<file path="config.mk">
export PLATFORM = sky130hd
export DESIGN_NAME = alu_serial
export DESIGN_NICKNAME = d
export VERILOG_FILES = /design/src/rtl/alu_pkg.sv /design/src/rtl/alu_slice.sv /design/src/rtl/alu_serial.sv
export SDC_FILE = /design/constraint.sdc
export NUM_CORES = 1
export LEC_CHECK = 0
export ABC_AREA = 1
export ABC_CLOCK_PERIOD_IN_PS = 3500
export CAP_MARGIN = 5
export CORE_MARGIN = 3
export CORE_UTILIZATION = 55
export DETAILED_ROUTE_END_ITERATION = 10
export PLACE_DENSITY = 0.9
export SYNTH_ARGS = -nofsm -noshare
export SYNTH_HDL_FRONTEND = slang
export SYNTH_SLANG_ARGS = --single-unit
</file>
<file path="constraint.sdc">
create_clock -name aclk -period 3.5 [get_ports aclk]
set_input_delay 0.525 -clock aclk [delete_from_list [all_inputs] [get_ports aclk]]
set_output_delay 0.525 -clock aclk [all_outputs]
set_load 0.01 [all_outputs]
</file>
<file path="src/rtl/alu_pkg.sv">
// Shared definitions for the serial ALU: op one-hot bit positions, FSM states,
// default width and the first-slice carry selection.
package alu_pkg;

    localparam int DEFAULT_WIDTH = 16;
    localparam int OP_W          = 5;

    localparam int OP_ADD = 0;
    localparam int OP_SUB = 1;
    localparam int OP_AND = 2;
    localparam int OP_OR  = 3;
    localparam int OP_XOR = 4;

    localparam logic [OP_W-1:0] HOT_ADD = OP_W'(1) << OP_ADD;
    localparam logic [OP_W-1:0] HOT_SUB = OP_W'(1) << OP_SUB;
    localparam logic [OP_W-1:0] HOT_AND = OP_W'(1) << OP_AND;
    localparam logic [OP_W-1:0] HOT_OR  = OP_W'(1) << OP_OR;
    localparam logic [OP_W-1:0] HOT_XOR = OP_W'(1) << OP_XOR;

    typedef enum logic [1:0] {
        IDLE = 2'd0,
        RUN  = 2'd1,
        DONE = 2'd2
    } state_t;

    // SUB seeds a carry of 1 so that A + ~B + 1 yields A - B.
    function automatic logic first_carry(input logic [OP_W-1:0] op, input logic cin);
        if (op == HOT_ADD) begin
            return cin;
        end else if (op == HOT_SUB) begin
            return 1'b1;
        end
        return 1'b0;
    endfunction

endpackage

</file>
<file path="src/rtl/alu_slice.sv">
// Combinational 2-bit ALU slice. Any op that is not exactly one-hot
// produces a zero result and zero carry-out.
module alu_slice
    import alu_pkg::*;
(
    input  logic [OP_W-1:0] op,
    input  logic            cin,
    input  logic [1:0]      a,
    input  logic [1:0]      b,
    output logic [1:0]      res,
    output logic            cout
);

    logic [2:0] sum;

    always_comb begin
        sum  = 3'b000;
        res  = 2'b00;
        cout = 1'b0;
        case (op)
            HOT_ADD: begin
                sum  = {1'b0, a} + {1'b0, b} + {2'b00, cin};
                res  = sum[1:0];
                cout = sum[2];
            end
            HOT_SUB: begin
                sum  = {1'b0, a} + {1'b0, ~b} + {2'b00, cin};
                res  = sum[1:0];
                cout = sum[2];
            end
            HOT_AND: res = a & b;
            HOT_OR:  res = a | b;
            HOT_XOR: res = a ^ b;
            default: res = 2'b00;
        endcase
    end

endmodule

</file>
<file path="src/rtl/alu_serial.sv">
// Serial ALU: processes two bits per cycle LSB first, then presents the
// result with carry/zero/sign flags under a valid/ready handshake.
module alu_serial
    import alu_pkg::*;
#(
    parameter int WIDTH = DEFAULT_WIDTH
) (
    input  logic             aclk,
    input  logic             aresetn,
    input  logic             rx_valid,
    output logic             tx_ready,
    input  logic [OP_W-1:0]  rx_what_op,
    input  logic [WIDTH-1:0] rx_operand0,
    input  logic [WIDTH-1:0] rx_operand1,
    input  logic             rx_carryflag,
    output logic             tx_valid,
    input  logic             rx_ready,
    output logic [WIDTH-1:0] tx_result,
    output logic             tx_carryflag,
    output logic             tx_zeroflag,
    output logic             tx_signflag
);

    localparam int SLICES = WIDTH / 2;
    localparam int CNT_W  = (SLICES > 1) ? $clog2(SLICES) : 1;
    localparam logic [CNT_W-1:0] LAST_SLICE = CNT_W'(SLICES - 1);

    state_t           state_reg;
    logic [CNT_W-1:0] cnt_reg;
    logic             carry_reg;
    logic             last_reg;
    logic [OP_W-1:0]  op_reg;
    logic [WIDTH-1:0] a_reg;
    logic [WIDTH-1:0] b_reg;
    logic [WIDTH-1:0] acc_reg;
    logic [WIDTH-1:0] result_reg;
    logic             cflag_reg;
    logic             zflag_reg;
    logic             sflag_reg;
    logic             ready_reg;
    logic             valid_reg;

    logic [1:0]       slice_res;
    logic             slice_cout;

    alu_slice u_slice (
        .op   (op_reg),
        .cin  (carry_reg),
        .a    (a_reg[1:0]),
        .b    (b_reg[1:0]),
        .res  (slice_res),
        .cout (slice_cout)
    );

    // RUN takes SLICES cycles of slice work plus one cycle that latches the
    // assembled result and its flags into the output registers.
    always_ff @(posedge aclk) begin
        if (!aresetn) begin
            state_reg  <= IDLE;
            cnt_reg    <= '0;
            carry_reg  <= 1'b0;
            last_reg   <= 1'b0;
            op_reg     <= '0;
            a_reg      <= '0;
            b_reg      <= '0;
            acc_reg    <= '0;
            result_reg <= '0;
            cflag_reg  <= 1'b0;
            zflag_reg  <= 1'b1;
            sflag_reg  <= 1'b0;
            ready_reg  <= 1'b1;
            valid_reg  <= 1'b0;
        end else begin
            case (state_reg)
                IDLE: begin
                    if (rx_valid) begin
                        op_reg    <= rx_what_op;
                        a_reg     <= rx_operand0;
                        b_reg     <= rx_operand1;
                        carry_reg <= first_carry(rx_what_op, rx_carryflag);
                        cnt_reg   <= '0;
                        last_reg  <= 1'b0;
                        acc_reg   <= '0;
                        ready_reg <= 1'b0;
                        state_reg <= RUN;
                    end
                end
                RUN: begin
                    if (last_reg) begin
                        result_reg <= acc_reg;
                        cflag_reg  <= carry_reg;
                        zflag_reg  <= (acc_reg == '0);
                        sflag_reg  <= acc_reg[WIDTH-1];
                        valid_reg  <= 1'b1;
                        state_reg  <= DONE;
                    end else begin
                        a_reg     <= a_reg >> 2;
                        b_reg     <= b_reg >> 2;
                        acc_reg   <= (acc_reg >> 2) | (WIDTH'(slice_res) << (WIDTH - 2));
                        carry_reg <= slice_cout;
                        cnt_reg   <= cnt_reg + CNT_W'(1);
                        if (cnt_reg == LAST_SLICE) begin
                            last_reg <= 1'b1;
                        end
                    end
                end
                DONE: begin
                    if (rx_ready) begin
                        valid_reg <= 1'b0;
                        ready_reg <= 1'b1;
                        state_reg <= IDLE;
                    end
                end
                default: begin
                    valid_reg <= 1'b0;
                    ready_reg <= 1'b1;
                    state_reg <= IDLE;
                end
            endcase
        end
    end

    assign tx_ready     = ready_reg;
    assign tx_valid     = valid_reg;
    assign tx_result    = result_reg;
    assign tx_carryflag = cflag_reg;
    assign tx_zeroflag  = zflag_reg;
    assign tx_signflag  = sflag_reg;

endmodule

</file>
---- Word-level counts from Yosys, hierarchy flattened ----
Index checks and enable logic that the tools add are counted.
word-level totals
  input bits .............................. 42
  bits in writable memories ............... 0
  latch bits .............................. 0
  ROM bits ................................ 0
  output and inout bits ................... 21
  logic and storage cells ................. 88
  memories ................................ 0
  bits in registers ....................... 81
cells by class
  divide/modulo/power cells ............... 0
  bitwise logic cells ..................... 7
  multiplexer cells ....................... 38
  multiply operators ...................... 0
  $add $sub $neg .......................... 5
  reductions and logical operators ........ 10
  $lt $le $gt $ge ......................... 0
  eq/ne operators ......................... 14
  shifts and indexed selects .............. 0
operator list
  kind                                                                    count
  16-bit two-way mux                                                      6
  16-bit one-hot mux with 2 select lines                                  3
  16-bit logical NOT                                                      1
  1-bit two-way mux                                                       16
  14-bit by 16-bit OR with 16-bit output                                  1
  3-bit AND reduction                                                     4
  5-bit by 1-bit equality test with 1-bit output (second input constant)  2
  5-bit by 2-bit equality test with 1-bit output (second input constant)  2
  2-bit one-hot mux with 5 select lines                                   1
  2-bit != test (second input constant)                                   4
  2-bit by 2-bit adder with 3-bit output                                  2
  3-bit by 1-bit adder with 3-bit output                                  2
  2-bit two-way mux                                                       3
  3-bit two-way mux                                                       2
  1-bit one-hot mux with 2 select lines                                   3
  1-bit one-hot mux with 3 select lines                                   2
  2-bit one-hot mux with 3 select lines                                   1
  3-bit one-hot mux with 2 select lines                                   1
  2-bit AND reduction                                                     3
  5-bit by 3-bit equality test with 1-bit output (second input constant)  1
  5-bit by 4-bit equality test with 1-bit output (second input constant)  1
  5-bit equality test (second input constant)                             1
  3-bit by 1-bit adder with 3-bit output (second input constant)          1
  3-bit equality test (second input constant)                             1
  9 further kinds                                                         10

---- Longest topological paths before layout ----
Gate-level depths: netlist of the first run.
  depth after elaboration ................. 9
  mapped depth ............................ 9
  gate-level depth less buffers ........... 9

---- By module ----
From an unflattened synthesis of the first run, not the netlist that was laid out.
unflattened totals
  cell total of the unflattened synthesis .. 547
  area, all modules ....................... 3719.8 um2
modules (own cells, without submodules)
  module      instances  seq. area each (um2)  area an instance (um2)  cells an instance
  alu_serial  1          1601.5                3389.5                  495
  alu_slice   1          0.0                   330.3                   52

---- Worst setup path before layout of the first run ----
No wires, ideal clock.
  path kind ............................... register -> register
  from .................................... reg a_reg[0]
  to ...................................... reg acc_reg[15]
  setup slack ............................. 1765 ps
  period minus slack after synthesis ...... 1735 ps
  path buffers ............................ 0
  arrival time ............................ 1613 ps
  stages on the path, launching flop included .. 9
  required time ........................... 3378 ps
  library setup time ...................... 122 ps
  cell sequence ........................... dfxtp_1 -> inv_1 -> fa_1 -> inv_1 -> fa_1 -> nand4_1 -> o21ai_0 -> o21ai_0 -> a21oi_1
on the way
  cells in the longest elaborated chain, start to end .. 6
  elaborated cells between the ends (all ways) .. 8
  those cells by class .................... add/sub (4); mux (3); bitwise (1)
ends and longest elaborated chain
  element                                                           RTL line                          source
  from (decl)                                                       alu_serial.sv:33                  logic [WIDTH-1:0] a_reg;
  from (signal assigned)                                            alu_serial.sv:78                  a_reg <= rx_operand0;
  from (signal assigned)                                            alu_serial.sv:97                  a_reg <= a_reg >> 2;
  2-bit by 2-bit adder with 3-bit output, on equally long branches  alu_slice.sv:27, alu_slice.sv:22
  3-bit by 1-bit adder with 3-bit output, on equally long branches  alu_slice.sv:27, alu_slice.sv:22
  2-bit one-hot mux with 5 select lines (*)                         alu_slice.sv:20                   case (op)
  14-bit by 16-bit OR with 16-bit output (*)                        alu_serial.sv:99                  acc_reg <= (acc_reg >> 2) | (WIDTH'(slice_res) << (WIDTH - 2));
  16-bit two-way mux (*)                                            alu_serial.sv:89                  if (last_reg) begin
  16-bit one-hot mux with 2 select lines (*)                        alu_serial.sv:74                  case (state_reg)
  to (signal assigned)                                              alu_serial.sv:99
  to (decl)                                                         alu_serial.sv:35                  logic [WIDTH-1:0] acc_reg;
Mark *: on every way between the ends. The rest lies on a longest branch, timed or not. The select of a mux whose other input is x is not followed.
A chain may end at the register's enable or synchronous reset.

---- Final worst setup path of the first run ----
  from .................................... reg state_reg[1]
  to ...................................... reg carry_reg
on the way
  cells in the longest elaborated chain, start to end .. 3
  elaborated cells between the ends (all ways) .. 7
  those cells by class .................... eq/ne (3); mux (1); reduce/logical (3)
ends and longest elaborated chain
  element                                                                                     RTL line           source
  from (decl)                                                                                 alu_serial.sv:28   state_t state_reg;
  from (signal assigned)                                                                      alu_serial.sv:59   state_reg <= IDLE;
  from (signal assigned)                                                                      alu_serial.sv:85   state_reg <= RUN;
  from (signal assigned)                                                                      alu_serial.sv:95   state_reg <= DONE;
  2-bit by 1-bit equality test with 1-bit output / 2-bit logical NOT (equally long branches)  alu_serial.sv:74
  2-bit != test (no line) / 2-bit nonzero test (equally long branches)                        --
  3-bit AND reduction (no line)                                                               --
  to (signal assigned)                                                                        alu_serial.sv:80   carry_reg <= first_carry(rx_what_op, rx_carryflag);
  to (signal assigned)                                                                        alu_serial.sv:100  carry_reg <= slice_cout;
  to (decl)                                                                                   alu_serial.sv:30   logic carry_reg;
Parallel ways exist; a longest one is shown, timed or not.

==> results of run 1 <==
==> worst paths after layout <==
kind / start / end / slack [ns] / depth (start not counted)
setup reg to reg: state_reg[1]$_SDFFE_PN0P_ / carry_reg$_SDFFE_PN0P_ / 1.23 / 8
hold / removal: cnt_reg[0]$_SDFFE_PN0P_ / cnt_reg[0]$_SDFFE_PN0P_ / 0.46 / 1
hold reg to reg: cnt_reg[0]$_SDFFE_PN0P_ / cnt_reg[0]$_SDFFE_PN0P_ / 0.46 / 1
setup / recovery: state_reg[1]$_SDFFE_PN0P_ / carry_reg$_SDFFE_PN0P_ / 1.23 / 8
==> cells in the mapped netlist <==
master    count
nand4_1       7
nand3_1       6
nor2_1       44
buf_1         1
a31oi_1      29
buf_2         8
nor2_4        2
clkbuf_1      7
o21a_1        1
o21ai_1       3
o21ai_0      50
nor4_1        3
fa_1          4
o22ai_1       1
buf_6         1
ha_1          6
nor3_1        1
a21oi_1      35
inv_2         5
buf_4        11
inv_1        22
a211oi_1      1
dfxtp_1      80
nand2_1     111
a21o_1        1
nand2_4       2
==> kinds of logic (layout without fill, tap and decap cells) <==
family	after synthesis	after routing	share of synthesized area
adders and majority gates	10	10	0.0457
DFF	80	80	0.471
AOI/OAI and AO/OA	121	121	0.192
buffers and inverters	55	105	0.0781
and+or+nand+nor	176	176	0.213
==> final cells by class <==
type / count / area [um^2]
clock buffer: 10 / 138
clock inverter: 4 / 70.1
fill: 439 / 1580
inverter: 27 / 101
multi-input combinational: 307 / 1530
sequential: 80 / 1600
tap: 72 / 90.1
timing repair buffer: 64 / 636
==> layer usage <==
layer / wire, um / global-route usage / vias to the layer above
li1: - / - / 1559
met1: 3290 / 0.289 / 1479
met2: 3820 / 0.373 / 126
met3: 533 / 0.0432 / 18
met4: 193 / 0.108 / 0
met5: 0 / 0 / -
==> where the power goes <==
part	switching, uW	total [uW]	internal (uW)
Clock	316	727	411
Combinational	158	266	108
Sequential	32.6	994	962
==> per-stage QoR <==
stage | util | worst slack, ns | power (uW) | hold slack, ns
after CTS | 0.725 | 1.23 | 1990 | 0.461
after detailed placement | 0.689 | 1.03 | 1280 | 0.452
final | 0.725 | 1.23 | 1990 | 0.463
after global routing | 0.725 | 0.989 | 2070 | 0.482
after global placement | 0.689 | 1.08 | 1270 | 0.446
after floorplan | - | 1.77 | 1200 | 0.429
==> reports/qor.yml, run 1 <==
grt_overflow: 0
final_cell_area_mm2: 0.00417
drt_iter0_drc: 283
hpwl_mm: 5.19
critPathLaunchType: "register"
grt_pass1_vias: 3009
period_share: 0.649
vias: 3182
place_congestion: 0.918
nets: 541
pwr_density_cell_mw_per_mm2: 477
cpPeakStageDelay_ns: 0.44
tightest_slew_ns: 0.924
worstPathArrival_ns: 2.52
synthTopCellsByArea: "dfxtp_1, nand2_1, o21ai_0, a31oi_1, a21oi_1"
ios: 63
io_buffers: 62
postCtsSetupBuffers: 0
layout_min_cycle_time_ns: 2.27
p_leak_uw: 0.00167
ir_worst_vdd_v: 0.000283
routed_wl_mm: 7.84
dieArea_mm2: 0.00716
wl_per_cell_um: 13.9
finClkSkew_ns: 0.00677
syn_nets: 494
relSlewSlack: 0.383
cp_num_buf_inv: 3
clk_pin_slew_ns: 0.08
clockBufferDepth: 2
synth_largest_area_cell: "dfxtp_1"
layout.cells.non_filler: 564
cts_htree_levels: 3
drc: 0
die_h_um: 84.6
cap_violations: 0
placed_cells: 550
hold_buffers: 0
setup_tns_ns: 0
synth.top_cell.area_share: 0.471
path_class: "register to register"
rsz0062_at_grt: "false"
cpMostUsedCell: "inv_2"
crit_fanout: 59
status: "complete, no violations"
grt_max_degree: 60
clock_latency_ns: 0.35
drt_pass1_iterations: 6
hold_viol: 0
hold_class: "register to register"
ys_seq_area_frac: 0.471
report.final.slew_viol_count: 0
gr-usage-all-layers: 0.228
antenna_found_initial: 0
worstPathRequired_ns: 3.74
ant_nets: 0
setup_viol: 0
area_growth_pct: 22.7
fp-row-count: 27
synth_cells: 442
cts_resized: 0
mostFrequentLayoutCell: "nand2_1"
cts_tree: "built"
ys_types: 26
most-common-layout-cells: "nand2_1, dfxtp_1, clkdlybuf4s50_1, o21ai_0, nor2_1"
syn_area_per_cell_um2: 7.69
yosysWarnings: 0
worst_setup_path_end_kind: "register"
placed_area_mm2: 0.00396
grt_pass1_wl_mm: 13.4
start_util: 0.592
vias_per_cell: 5.64
clock_sinks: 80
core_mm2: 0.00574
fmax_ghz: 0.440
synth_seq_cells: 80
layout-drive-gt1-share: 0.0508
cp_top_family: "simple AND/OR/NAND/NOR gates"
cp_cell_sequence: "inv_2 -> nand2_4 -> nor2_4 -> inv_2 -> nand2_4 -> inv_2 -> a31oi_1 -> a21oi_1"
fp.dieW_um: 84.6
diodes: 0
crit_slowest_cell: "nor2_4"
cts_buffers: 9
synth_area_mm2: 0.00340
cts_root_buf: "clkbuf_8"
Note: power is estimated with default switching activity, not from simulation.
==> run 2, diff against run 1 <==
--- a/config.mk
+++ b/config.mk
@@ -6,12 +6,12 @@
 export NUM_CORES = 1
 export LEC_CHECK = 0
 export ABC_AREA = 1
-export ABC_CLOCK_PERIOD_IN_PS = 3500
+export ABC_CLOCK_PERIOD_IN_PS = 2330
 export CAP_MARGIN = 5
 export CORE_MARGIN = 3
-export CORE_UTILIZATION = 55
+export CORE_UTILIZATION = 52
 export DETAILED_ROUTE_END_ITERATION = 10
-export PLACE_DENSITY = 0.9
+export PLACE_DENSITY = 0.87
 export SYNTH_ARGS = -nofsm -noshare
 export SYNTH_HDL_FRONTEND = slang
 export SYNTH_SLANG_ARGS = --single-unit
==> constraint.sdc (replaced) <==
create_clock -name aclk -period 2.33 [get_ports aclk]
set_input_delay 0.3495 -clock aclk [delete_from_list [all_inputs] [get_ports aclk]]
set_output_delay 0.3495 -clock aclk [all_outputs]
set_load 0.01 [all_outputs]
==> run 2 against run 1 <==
Utilization is 3.7 points lower. Final cell count rose by 2.1%. Sequential power is 50% higher. Critical path type unchanged. Largest power group unchanged. Highest routed layer unchanged.
==> reports/qor.yml, run 2 (same netlist as run 1, synthesis figures left out) <==
grt_overflow: 0  # unchanged
path_class: "register to register"  # unchanged
report.final.slew_viol_count: 0  # unchanged
ir_worst_vdd_v: 0.000371  # was 0.000283 V
fmax_ghz: 0.527  # was 0.440 GHz
gr-usage-all-layers: 0.224  # was 0.228
p_leak_uw: 0.00170  # was 0.00167 uW
mostFrequentLayoutCell: "nand2_1"  # unchanged
fp.dieW_um: 86.8  # was 84.6 um
placed_cells: 561  # was 550
cts_htree_levels: 3  # unchanged
final_cell_area_mm2: 0.00422  # was 0.00417 mm^2
fin_ws_ns: 0.433  # was 1.23 ns
place_congestion: 0.873  # was 0.918
clock_sinks: 80  # unchanged
critPathLaunchType: "register"  # unchanged
cts_root_buf: "clkbuf_8"  # unchanged
cpPeakStageDelay_ns: 0.41  # was 0.44 ns
clockBufferDepth: 2  # unchanged
cts_buffers: 9  # unchanged
worstPathRequired_ns: 2.54  # was 3.74 ns
hold_class: "register to register"  # unchanged
postCtsSetupBuffers: 0  # unchanged
cap_violations: 0  # unchanged
nets: 549  # was 541
period_share: 0.814  # was 0.649
pre_cts_ws_ns: 0.453  # was 1.03 ns
ios: 63  # unchanged
cts_tree: "built"  # unchanged
area_growth_pct: 24.3  # was 22.7%
hpwl_mm: 5.46  # was 5.19 mm
ant_nets: 0  # unchanged
r2r_slack_ns: 0.43  # was 1.23 ns
vias: 3092  # was 3,182
routed_wl_mm: 7.96  # was 7.84 mm
clock_latency_ns: 0.34  # was 0.35 ns
hold_viol: 0  # unchanged
fillCellCount: 505  # was 439
antenna_found_initial: 0  # unchanged
tightest_slew_ns: 0.465  # was 0.924 ns
drt_iter0_drc: 212  # was 283
grt_max_degree: 32  # was 60
core_mm2: 0.00613  # was 0.00574 mm^2
rsz0062_at_grt: "false"  # unchanged
most-common-layout-cells: "nand2_1, dfxtp_1, clkdlybuf4s50_1, o21ai_0, nor2_1"  # unchanged
grt_pass1_vias: 3103  # was 3,009
finClkSkew_ns: 0.00696  # was 0.00677 ns
relSlewSlack: 0.690  # was 0.383
hold_buffers: 0  # unchanged
worstPathArrival_ns: 2.11  # was 2.52 ns
vias_per_cell: 5.37  # was 5.64
wl_per_cell_um: 13.8  # was 13.9 um
layout_min_cycle_time_ns: 1.90  # was 2.27 ns
layout-drive-gt1-share: 0.0639  # was 0.0508
cp_num_buf_inv: 2  # was 3
placed_area_mm2: 0.00404  # was 0.00396 mm^2
cts_resized: 0  # unchanged
setup_tns_ns: 0  # unchanged
dieArea_mm2: 0.00754  # was 0.00716 mm^2
pwr_density_cell_mw_per_mm2: 688  # was 477 mW/mm^2
cp_top_family: "adder cells"  # was simple AND/OR/NAND/NOR gates
status: "complete, no violations"  # unchanged
crit_fanout: 3  # was 59
drc: 0  # unchanged
drt_pass1_iterations: 5  # was 6
start_util: 0.554  # was 0.592
cp_cell_sequence: "inv_1 -> fa_1 -> inv_1 -> fa_1 -> nand4_1 -> o21ai_0 -> o21ai_0 -> a21oi_1"  # was inv_2 -> nand2_4 -> nor2_4 -> inv_2 -> nand2_4 -> inv_2 -> a31oi_1 -> a21oi_1
setup_viol: 0  # unchanged
io_buffers: 62  # unchanged
fp-row-count: 28  # was 27
diodes: 0  # unchanged
die_h_um: 86.8  # was 84.6 um
crit_slowest_cell: "fa_1"  # was nor2_4
clk_pin_slew_ns: 0.07  # was 0.08 ns
layout.cells.non_filler: 576  # was 564
grt_pass1_wl_mm: 13.6  # was 13.4 mm
worst_setup_path_end_kind: "register"  # unchanged
-- run 2: cell types whose count changed in the layout (fill, tap and decap cells not counted) --
cell        before  now
clkbuf_1         0    2
buf_12           0    1
clkinvlp_4       0    1
bufinv_16        2    1
buf_4            2    9
clkinv_2         2    1
-- run 2: power breakdown --
| group | internal (uW) | switching, uW |
|---|---|---|
| Combinational | 181 | 243 |
| Sequential | 1440 | 49.1 |
| Clock | 518 | 469 |
| Total | 2140 | 761 |
-- run 2: layout make-up --
cell class	count	area (um^2)	area share
timing repair buffer	72	708	0.168
sequential	80	1600	0.379
inverter	27	101	0.0240
tap	75	93.8	0.0222
multi-input combinational	307	1530	0.362
clock inverter	3	42.5	0.0101
clock buffer	12	145	0.0344
-- run 2: final timing paths --
kind	from	to	cells after the start
setup reg to reg	a_reg[0]$_SDFFE_PN0P_	acc_reg[15]$_SDFFE_PN0P_	8
hold reg to reg	b_reg[14]$_SDFFE_PN0P_	b_reg[14]$_SDFFE_PN0P_	2
setup / recovery	a_reg[0]$_SDFFE_PN0P_	acc_reg[15]$_SDFFE_PN0P_	8
hold / removal	b_reg[14]$_SDFFE_PN0P_	b_reg[14]$_SDFFE_PN0P_	2
-- run 2: worst register-to-register path: stages, from the launching register on --
cell and delay (ns):
dfxtp_1 0.37, inv_1 0.11, fa_1 0.40, inv_1 0.07, fa_1 0.41, nand4_1 0.09, o21ai_0 0.07, o21ai_0 0.15
a21oi_1 0.08
-- run 2: per-layer routing --
| layer | part of all wire | GRT usage | vias up |
|---|---|---|---|
| met4 | 0.018 | 0.0949 | 0 |
| met2 | 0.48 | 0.368 | 90 |
| met1 | 0.44 | 0.290 | 1415 |
| met5 | 0 | 0 | - |
| met3 | 0.054 | 0.0380 | 14 |
| li1 | - | - | 1573 |
-- run 2: per-stage QoR --
step | hold WS, ns | total power (uW) | util
4_1_cts | 0.465 | 2920 | 0.689
5_1_grt | 0.486 | 3050 | 0.689
6_report | 0.466 | 2910 | 0.689
3_5_place_dp | 0.456 | 1950 | 0.658
2_1_floorplan | 0.429 | 1800 | -
3_3_place_gp | 0.445 | 1920 | 0.658
